[src/rtl/sliding_puzzle_ctrl_if.sv]
// Command and board-view signals between the puzzle engine, its input front end
// and the display driver.
interface sliding_puzzle_ctrl_if #(
  parameter int ROWS   = 2,
  parameter int COLS   = 2,
  parameter int TILE_W = 3,
  parameter int CNT_W  = 8
);
  localparam int N     = ROWS * COLS;
  localparam int IDX_W = $clog2(N);

  logic                  load;
  logic [N*TILE_W-1:0]   load_board;
  logic [3:0]            act;
  logic                  undo;
  logic                  restart;
  logic [N*TILE_W-1:0]   board;
  logic [IDX_W-1:0]      blank_idx;
  logic [CNT_W-1:0]      move_cnt;
  logic                  win_flag;
  logic                  illegal;

  modport master (
    output load, load_board, act, undo, restart,
    input  board, blank_idx, move_cnt, win_flag, illegal
  );

  modport slave (
    input  load, load_board, act, undo, restart,
    output board, blank_idx, move_cnt, win_flag, illegal
  );
endinterface

[src/rtl/sliding_puzzle_ctrl.sv]
// ROWS x COLS sliding-tile puzzle engine: blank moves, move counting, circular
// undo history, restart to the last loaded board and solved detection.
module sliding_puzzle_ctrl #(
  parameter int ROWS       = 2,
  parameter int COLS       = 2,
  parameter int TILE_W     = 3,
  parameter int HIST_DEPTH = 8,
  parameter int CNT_W      = 8
) (
  input  logic                 clk_d,
  input  logic                 reset,
  sliding_puzzle_ctrl_if.slave bus
);
  localparam int N     = ROWS * COLS;
  localparam int IDX_W = $clog2(N);
  localparam int HW    = $clog2(HIST_DEPTH);
  localparam logic [TILE_W-1:0] BLANK = TILE_W'(N);

  typedef enum logic [1:0] {S_IDLE, S_PLAY, S_SOLVED} state_t;

  state_t              r_state, w_next_state;
  logic [TILE_W-1:0]   r_cells [N];
  logic [TILE_W-1:0]   r_saved [N];
  logic [TILE_W-1:0]   w_ld_cells [N];
  logic [IDX_W-1:0]    r_blank, r_saved_blank;
  logic [CNT_W-1:0]    r_cnt;
  logic [1:0]          r_hist [HIST_DEPTH];
  logic [HW-1:0]       r_wptr;
  logic [HW:0]         r_occ;
  logic                r_win, r_illegal;

  logic                w_solved, w_ld_found, w_legal, w_use_undo;
  logic [IDX_W-1:0]    w_ld_blank, w_nb;
  logic [HW-1:0]       w_wprev;
  logic [1:0]          w_adir, w_dir;
  logic                w_do_load, w_do_restart, w_do_undo, w_do_move, w_reject;

  for (genvar g = 0; g < N; g++) begin : g_pack
    assign w_ld_cells[g] = bus.load_board[(N-1-g)*TILE_W +: TILE_W];
    assign bus.board[(N-1-g)*TILE_W +: TILE_W] = r_cells[g];
  end

  assign bus.blank_idx = r_blank;
  assign bus.move_cnt  = r_cnt;
  assign bus.win_flag  = r_win;
  assign bus.illegal   = r_illegal;

  always_comb begin
    w_solved   = 1'b1;
    w_ld_found = 1'b0;
    w_ld_blank = '0;
    for (int unsigned i = 0; i < N; i++) begin
      if (r_cells[IDX_W'(i)] != BLANK && r_cells[IDX_W'(i)] != TILE_W'(i))
        w_solved = 1'b0;
      if (!w_ld_found && w_ld_cells[IDX_W'(i)] == BLANK) begin
        w_ld_found = 1'b1;
        w_ld_blank = IDX_W'(i);
      end
    end
  end

  // Undo replays the inverse of the newest pushed direction (codes differ by bit 1).
  assign w_wprev    = r_wptr - HW'(1);
  assign w_use_undo = !bus.load && !bus.restart && bus.undo;

  always_comb begin
    case (bus.act)
      4'b0001: w_adir = 2'd0;
      4'b0010: w_adir = 2'd1;
      4'b0100: w_adir = 2'd2;
      default: w_adir = 2'd3;
    endcase
    w_dir = w_use_undo ? (r_hist[w_wprev] ^ 2'b10) : w_adir;
  end

  always_comb begin
    int unsigned b, row, col, nb;
    b   = 32'(r_blank);
    row = b / COLS;
    col = b % COLS;
    case (w_dir)
      2'd0:    begin w_legal = (row != 0);        nb = b - COLS; end
      2'd1:    begin w_legal = (col != COLS - 1); nb = b + 1;    end
      2'd2:    begin w_legal = (row != ROWS - 1); nb = b + COLS; end
      default: begin w_legal = (col != 0);        nb = b - 1;    end
    endcase
    w_nb = w_legal ? IDX_W'(nb) : r_blank;
  end

  always_comb begin
    w_next_state = r_state;
    w_do_load    = 1'b0;
    w_do_restart = 1'b0;
    w_do_undo    = 1'b0;
    w_do_move    = 1'b0;
    w_reject     = 1'b0;
    if (bus.load) begin
      if (w_ld_found) begin
        w_do_load    = 1'b1;
        w_next_state = S_PLAY;
      end else begin
        w_reject = 1'b1;
      end
    end else if (bus.restart && r_state != S_IDLE) begin
      w_do_restart = 1'b1;
      w_next_state = S_PLAY;
    end else if (bus.undo && r_state != S_IDLE) begin
      if (r_occ == '0) begin
        w_reject = 1'b1;
      end else begin
        w_do_undo    = 1'b1;
        w_next_state = S_PLAY;
      end
    end else if (bus.act != 4'b0000 && r_state == S_PLAY) begin
      if (!$onehot(bus.act) || !w_legal) w_reject  = 1'b1;
      else                               w_do_move = 1'b1;
    end
    // Win check uses the current board, so it only applies when no command reshapes it.
    if (r_state == S_PLAY && w_solved &&
        !(w_do_load || w_do_restart || w_do_undo || w_do_move))
      w_next_state = S_SOLVED;
  end

  always_ff @(posedge clk_d or negedge reset) begin
    if (!reset) r_state <= S_IDLE;
    else        r_state <= w_next_state;
  end

  always_ff @(posedge clk_d or negedge reset) begin
    if (!reset) begin
      for (int unsigned i = 0; i < N; i++) begin
        r_cells[IDX_W'(i)] <= (i == N - 1) ? BLANK : TILE_W'(i);
        r_saved[IDX_W'(i)] <= (i == N - 1) ? BLANK : TILE_W'(i);
      end
      for (int unsigned i = 0; i < HIST_DEPTH; i++) r_hist[HW'(i)] <= '0;
      r_blank       <= IDX_W'(N - 1);
      r_saved_blank <= IDX_W'(N - 1);
      r_cnt         <= '0;
      r_wptr        <= '0;
      r_occ         <= '0;
      r_win         <= 1'b0;
      r_illegal     <= 1'b0;
    end else begin
      r_win     <= (w_next_state == S_SOLVED);
      r_illegal <= w_reject;
      if (w_do_load) begin
        r_cells       <= w_ld_cells;
        r_saved       <= w_ld_cells;
        r_blank       <= w_ld_blank;
        r_saved_blank <= w_ld_blank;
        r_cnt         <= '0;
        r_wptr        <= '0;
        r_occ         <= '0;
      end else if (w_do_restart) begin
        r_cells <= r_saved;
        r_blank <= r_saved_blank;
        r_cnt   <= '0;
        r_wptr  <= '0;
        r_occ   <= '0;
      end else if (w_do_undo || w_do_move) begin
        r_cells[r_blank] <= r_cells[w_nb];
        r_cells[w_nb]    <= r_cells[r_blank];
        r_blank          <= w_nb;
        if (w_do_undo) begin
          r_wptr <= w_wprev;
          r_occ  <= r_occ - (HW+1)'(1);
          if (r_cnt != '0) r_cnt <= r_cnt - CNT_W'(1);
        end else begin
          r_hist[r_wptr] <= w_dir;
          r_wptr         <= r_wptr + HW'(1);
          if (r_occ != (HW+1)'(HIST_DEPTH)) r_occ <= r_occ + (HW+1)'(1);
          if (r_cnt != '1) r_cnt <= r_cnt + CNT_W'(1);
        end
      end
    end
  end
endmodule
[src/flat_wrapper.sv]
// flat-port wrapper written by rule: the top's interface ports become plain ports
module sliding_puzzle_ctrl_flat 
#(
  parameter int ROWS       = 2,
  parameter int COLS       = 2,
  parameter int TILE_W     = 3,
  parameter int HIST_DEPTH = 8,
  parameter int CNT_W      = 8
)
  (clk_d, reset, bus_load, bus_load_board, bus_act, bus_undo, bus_restart, bus_board, bus_blank_idx, bus_move_cnt, bus_win_flag, bus_illegal);
  sliding_puzzle_ctrl_if #(.ROWS(ROWS), .COLS(COLS), .TILE_W(TILE_W), .CNT_W(CNT_W)) bus_i ();
  input  logic clk_d;
  input  logic reset;
  input wire logic [$bits(bus_i.load)-1:0] bus_load;
  input wire logic [$bits(bus_i.load_board)-1:0] bus_load_board;
  input wire logic [$bits(bus_i.act)-1:0] bus_act;
  input wire logic [$bits(bus_i.undo)-1:0] bus_undo;
  input wire logic [$bits(bus_i.restart)-1:0] bus_restart;
  output wire logic [$bits(bus_i.board)-1:0] bus_board;
  output wire logic [$bits(bus_i.blank_idx)-1:0] bus_blank_idx;
  output wire logic [$bits(bus_i.move_cnt)-1:0] bus_move_cnt;
  output wire logic [$bits(bus_i.win_flag)-1:0] bus_win_flag;
  output wire logic [$bits(bus_i.illegal)-1:0] bus_illegal;
  assign bus_i.load = bus_load;
  assign bus_i.load_board = bus_load_board;
  assign bus_i.act = bus_act;
  assign bus_i.undo = bus_undo;
  assign bus_i.restart = bus_restart;
  assign bus_board = bus_i.board;
  assign bus_blank_idx = bus_i.blank_idx;
  assign bus_move_cnt = bus_i.move_cnt;
  assign bus_win_flag = bus_i.win_flag;
  assign bus_illegal = bus_i.illegal;
  sliding_puzzle_ctrl #(.ROWS(ROWS), .COLS(COLS), .TILE_W(TILE_W), .HIST_DEPTH(HIST_DEPTH), .CNT_W(CNT_W)) u_core (.clk_d(clk_d), .reset(reset), .bus(bus_i));
endmodule
[config.mk]
export PLATFORM = sky130hd
export DESIGN_NAME = sliding_puzzle_ctrl_flat
export DESIGN_NICKNAME = d
export VERILOG_FILES = /design/src/rtl/sliding_puzzle_ctrl_if.sv /design/src/rtl/sliding_puzzle_ctrl.sv /design/src/flat_wrapper.sv
export SDC_FILE = /design/constraint.sdc
export NUM_CORES = 1
export LEC_CHECK = 0
export BUFFER_PORTS_ARGS = -buffer_cell sky130_fd_sc_hd__buf_2
export CORE_MARGIN = 8
export CORE_UTILIZATION = 30
export CTS_CLUSTER_SIZE = 12
export DETAILED_ROUTE_END_ITERATION = 8
export PLACE_DENSITY_LB_ADDON = 0.05
export SYNTH_ARGS = -nofsm -noshare
export SYNTH_HDL_FRONTEND = slang
export SYNTH_SLANG_ARGS = --single-unit
[constraint.sdc]
create_clock -name clk_d -period 8.7 [get_ports clk_d]
set_input_delay 0.87 -clock clk_d [delete_from_list [all_inputs] [get_ports clk_d]]
set_output_delay 0.87 -clock clk_d [all_outputs]
set_load 0.02 [all_outputs]
== Yosys cells after proc, flatten, opt, wreduce, memory -nomap -nowiden ==
Cells that the tools add are included.

* Bits in registers: 63
* Bits of input ports: 21
* Output and inout port bits: 24
* Logic and storage cells: 199

* Add/subtract/negate cells: 13
* $lt $le $gt $ge: 7
* Equality and inequality tests: 22
* Muxes and demuxes: 81
* Bitwise gates (word level): 10
* Reduce and logical (&&, ||, !) cells: 42

{| class="wikitable"
|+ Operators by type and width
! kind !! count
|-
| $mux W8 || 6
|-
| $mux W12 || 3
|-
| $mux W2 || 16
|-
| $mux W3 || 10
|-
| $mux W1 || 29
|-
| $bwmux W12 || 2
|-
| $mux W4 || 5
|-
| $logic_and A1 B1 Y1 || 17
|-
| $bwmux W16 || 1
|-
| $bmux W3 S2 || 2
|-
| $demux W3 S2 || 2
|-
| $eq A3 B3 Y1 const B || 4
|-
| $ne A3 B3 Y1 const B || 4
|-
| $pmux W2 S3 || 2
|-
| $reduce_bool A4 Y1 || 3
|-
| $add A8 B1 Y8 const B || 1
|-
| $ge A4 B4 Y1 const B || 2
|-
| $logic_not A1 Y1 || 8
|-
| $ne A8 B8 Y1 const B || 1
|-
| $not A3 Y4 || 2
|-
| $reduce_bool A8 Y1 || 1
|-
| $sub A8 B1 Y8 const B || 1
|-
| $bmux W2 S3 || 1
|-
| $demux W2 S3 || 1
|-
| other kinds (34) || 51
|}

== Longest topological paths before layout ==
* Word-level depth: 21
* Gate-level depth with buffers: 13
* Mapped depth without buffers: 11

== Worst setup path before layout ==
No wires, ideal clock.

* Path type: input to register
* Start: input bus_load
* End: register u_core.r_cnt[6], in the netlist u_core.bus.move_cnt[6]
* Setup time: 125 ps
* Arrival: 3470 ps
* Data required time: 8575 ps
* Path slack: 5105 ps
* Stages on the path: 13
* Buffers on the path: 2
* Cell sequence: or3b_1 > buf_2 > or3_1 > clkbuf_1 > inv_2 > ha_1 > a21o_1 > a21oi_1 > o21ai_0 > a21oi_1 > xor2_1 > nor2_1 > mux2_2

* Cells in the longest elaborated chain, start to end: 16
* Elaborated cells between the ends (all ways): 27
* Classes of those cells: 3 x eq/ne; 14 x mux; 10 x reduce/logical

{| class="wikitable"
|+ RTL lines
! what !! line !! source
|-
| from (decl) || flat_wrapper.sv:14 || <nowiki>input wire logic [$bits(bus_i.load)-1:0] bus_load;</nowiki>
|-
| $logic_not A1 Y1 || sliding_puzzle_ctrl.sv:64 || <nowiki>assign w_use_undo = !bus.load && !bus.restart && bus.undo;</nowiki>
|-
| $logic_and A1 B1 Y1 (2 in a row) || sliding_puzzle_ctrl.sv:64 ||
|-
| $mux W2 || sliding_puzzle_ctrl.sv:73 || <nowiki>w_dir = w_use_undo ? (r_hist[w_wprev] ^ 2'b10) : w_adir;</nowiki>
|-
| $eq A2 B2 Y1, or another cell as far along || sliding_puzzle_ctrl.sv:81 || <nowiki>case (w_dir)</nowiki>
|-
| $pmux W1 S3 || sliding_puzzle_ctrl.sv:81 ||
|-
| $logic_not A1 Y1 || sliding_puzzle_ctrl.sv:115 || <nowiki>if (!$onehot(bus.act) || !w_legal) w_reject = 1'b1;</nowiki>
|-
| $logic_or A1 B1 Y1 || sliding_puzzle_ctrl.sv:115 ||
|-
| $mux W1 || sliding_puzzle_ctrl.sv:115 ||
|-
| $mux W1 || sliding_puzzle_ctrl.sv:114 || <nowiki>end else if (bus.act != 4'b0000 && r_state == S_PLAY) begin</nowiki>
|-
| $mux W1 || sliding_puzzle_ctrl.sv:107 || <nowiki>end else if (bus.undo && r_state != S_IDLE) begin</nowiki>
|-
| $mux W1 || sliding_puzzle_ctrl.sv:104 || <nowiki>end else if (bus.restart && r_state != S_IDLE) begin</nowiki>
|-
| $mux W1 || sliding_puzzle_ctrl.sv:97 || <nowiki>if (bus.load) begin</nowiki>
|-
| $logic_or A1 B1 Y1 || sliding_puzzle_ctrl.sv:160 || <nowiki>end else if (w_do_undo || w_do_move) begin</nowiki>
|-
| $reduce_bool A3 Y1 (no line) || - ||
|-
| $reduce_and A3 Y1 (no line) || - ||
|-
| to (signal assigned) || sliding_puzzle_ctrl.sv:167 || <nowiki>if (r_cnt != '0) r_cnt <= r_cnt - CNT_W'(1);</nowiki>
|-
| to (signal assigned) || sliding_puzzle_ctrl.sv:172 || <nowiki>if (r_cnt != '1) r_cnt <= r_cnt + CNT_W'(1);</nowiki>
|-
| to (decl) || sliding_puzzle_ctrl.sv:26 || <nowiki>logic [CNT_W-1:0] r_cnt;</nowiki>
|}

Several ways; a longest one is shown, not always the timed one. The select of a mux whose other input is x is not followed.
A chain may end at the register's enable or synchronous reset.

== Final worst setup path ==
Same ends and word-level chain as after synthesis.

==> flow_summary.toml <==
[run_status]
status = "finished clean"

[logic_synthesis]
synth_edf_count = 0
synth_seq_cells = 63
ys.warnings.count = 0
ys.flop_type = "dfrtp_1"
synth_cell_types = 74
synthArstFlopShare_pct = 100
synth_top_cells_by_area = "dfrtp_1 30%, nand2_1 6.3%, dfstp_2 5.8%, mux2_2 5.5%, ha_1 5.0%"
yosys.area.top_type = "dfrtp_1"
synth_top_area_share_pct = 29.5
synth_area_per_cell_um2 = 9.48
ys_seq_area_share_pct = 35.4
syn_inst = 474
synth_area_um2 = 4490
synth_nets = 516

[cts]
cts_tree = "built"
cts_inserted_buffers = 9
cts_resized = 0
clock_path_buffers = 2
clk_latency_ps = 340
postCtsSetupBuffers = 0
hold_buffers = 0
cts.clk_slew.worst_paths_ps = 60
clkSinkCount = 63
cts_root_buf = "clkbuf_16"
htreeDepth = 3

[pwr]
power.total_uw = 1540
swShare_pct = 43.3
p_clk_share_pct = 21.4
intPower_uw = 874
peakVddDrop_mv = 0.113
pwr-share-comb_pct = 42.9
power_switching_uw = 669
p_per_area_nw_per_um2 = 300
p_leak_uw = 0.00234
power_frac_seq_pct = 35.7

[floorplanning]
die_y_um = 138
start_util_pct = 30.8
std_cell_rows = 44
io_pins = 45
dieWidth_um = 138
die_area_um2 = 19100
core_um2 = 14600

[detailed_routing]
drcViolationCount = 0
totalWireLength_mm = 14.4
vias = 3872
drt_first_pass_iters = 5
vias_per_cell = 5.53
ant_nets = 0
drtIter0Drc = 261
post_drt_wl_per_cell_um = 20.5

[worst_setup_path]
worst-path-max-fanout = 15
timing.rr.end = "u_core.bus.board[1]"
cp_common_cell = "a21oi_1"
cpPeakStageDelay_ps = 570
critPathLaunchType = "input pin"
worstSetupPathType = "input pin to register"
rrSetupSlack_ps = 4890
end_kind = "register"
worst-path-buf-inv = 2
ff2ff_path_depth = 9
cp_data_required_time_ps = 8920
rr_startpoint = "u_core.r_wptr[0]"
cp_top_family = "simple AND/OR/NAND/NOR gates"
path_cells = "buf_2 -> or3b_1 -> or3_1 -> inv_2 -> ha_1 -> a21o_1 -> a21oi_1 -> o21ai_0 -> a21oi_1 -> xor2_1 -> nor2_1 -> mux2_2"
critPathArrivalTime_ps = 4040
crit_path_top_delay_cell = "or3_1"

[sta]
finalClockSkew_ps = 9.33
period_needed_ps = 3810
setup_tns_ps = 0
fin_crit_sh_pct = 43.8
setup_slack_ps = 4890
slew_violations = 0
tightest_slew_ps = 1080
rsz0062_at_grt = "false"
finalSetupViolCount = 0
slew_headroom_pct = 27.5
max_freq_ghz = 0.262
hold_violations = 0

[hold_path]
hp-class = "register to register"
hold_depth = 2
hold_start = "u_core.r_saved_blank[0]"
min_to = "u_core.r_saved_blank[0]"

[grt]
grt-ovfl-total = 0
grt_util_all_layers_pct = 15.0
antenna_found_initial = 0
grt_pass1_vias = 3843
grt_first_pass_wirelength_mm = 22.8
grt_max_degree = 64

[cells_and_area]
layout_commonest_cell = "nand2_1"
drive_above_1_share_pct = 25.0
layout_common_cells = "75 x nand2_1, 53 x dfrtp_1, 44 x buf_2"
syn_to_final_growth_pct = 14.5
finalNetCount = 553
antenna_cells = 0
n_fill_cell = 1484
utilization_pct = 35.3
instances_no_fill = 700

[placed_design]
dp_hpwl_mm = 10.3
portBuffers = 44
dp_slack_ps = 4550
dpl.cell_count = 684
gp_congestion = 0.832

[run]
drv_cap = 0
## worst max path at each step
stage                                 start                     end  slack [ps]  cells past startpoint
after floorplan                    bus_load  u_core.bus.move_cnt[6]        5110                     13
after global placement    bus_load_board[8]     u_core.bus.board[1]        4590                      9
after detailed placement           bus_load  u_core.bus.move_cnt[6]        4550                     12
after CTS                  u_core.r_wptr[0]     u_core.bus.board[1]        4890                      9
after global routing       u_core.r_wptr[0]     u_core.bus.board[1]        4620                      9
final                              bus_load  u_core.bus.move_cnt[6]        4890                     12
## per-layer routing
layer	up-vias	part of all wire (%)	global-route usage [%]
li1	1828	-	-
met1	1910	50	21.5
met2	121	43	21.2
met3	13	5.7	3.39
met4	0	1.3	5.15
met5	-	0	0
## synth_stat cells, drive strengths merged (6+ instances only)
cell type  count
a31oi          6
nand2         75
nor3          10
mux2          36
clkbuf        16
dfstp         10
a21oi         22
inv           17
nand4         13
dfrtp         53
o21a           7
xnor2          7
ha            18
o21ai         23
nor4          11
nor3b          7
nor2          27
buf            7
nand3         11
mux2i         13
## cell families (layout without fill, tap and decap cells)
logic type      after synthesis  in the layout  share of synthesized area, %
simple gates                179            179                          20.6
flops                        63             63                          35.4
fa+ha+maj                    21             21                          6.35
buf+inv                      40             82                          3.79
mux                          54             54                          14.8
xor+xnor                     10             10                          2.12
compound gates              107            107                          17.0
## cell type report
cell class	instances	area (µm²)	share of cell area (%)
Timing Repair Buffer	49	258	5.01
Multi-Input combinational cell	371	2740	53.2
Clock buffer	14	254	4.94
Inverter	17	63.8	1.24
Sequential cell	63	1590	30.9
Clock inverter	2	10.0	0.195
Tap cell	184	230	4.48
## worst min-delay path, stage by stage (launching register included)
cell and delay, ps:
dfstp_2 370, nand2_1 50, nand2_1 50
## through the flow
stage	hold WS, ps	cell area [µm²]
3_3_place_gp	448	4880
2_1_floorplan	439	4490
3_5_place_dp	453	4880
5_1_grt	493	5140
6_report	463	5140
4_1_cts	460	5140
## sequential cells by signal (all words and copies together), names as in the netlist
| name | cells |
|---|---|
| u_core.bus.win_flag | 1 |
| u_core.r_occ | 4 |
| u_core.bus.move_cnt | 8 |
| u_core.r_wptr | 3 |
| u_core.r_saved | 12 |
| u_core.bus.board | 12 |
| u_core.bus.illegal | 1 |
| u_core.r_hist | 16 |
| u_core.bus.blank_idx | 2 |
| u_core.r_saved_blank | 2 |
| u_core.r_state | 2 |
## power by group through the flow
stage	registers, µW	clock network [µW]	logic (µW)
floorplan	530	0	463
global placement	557	0	664
detailed placement	553	0	664
CTS	550	342	666
global route	571	354	726
finish	551	330	661
Note: power is estimated with default switching activity, not from simulation.
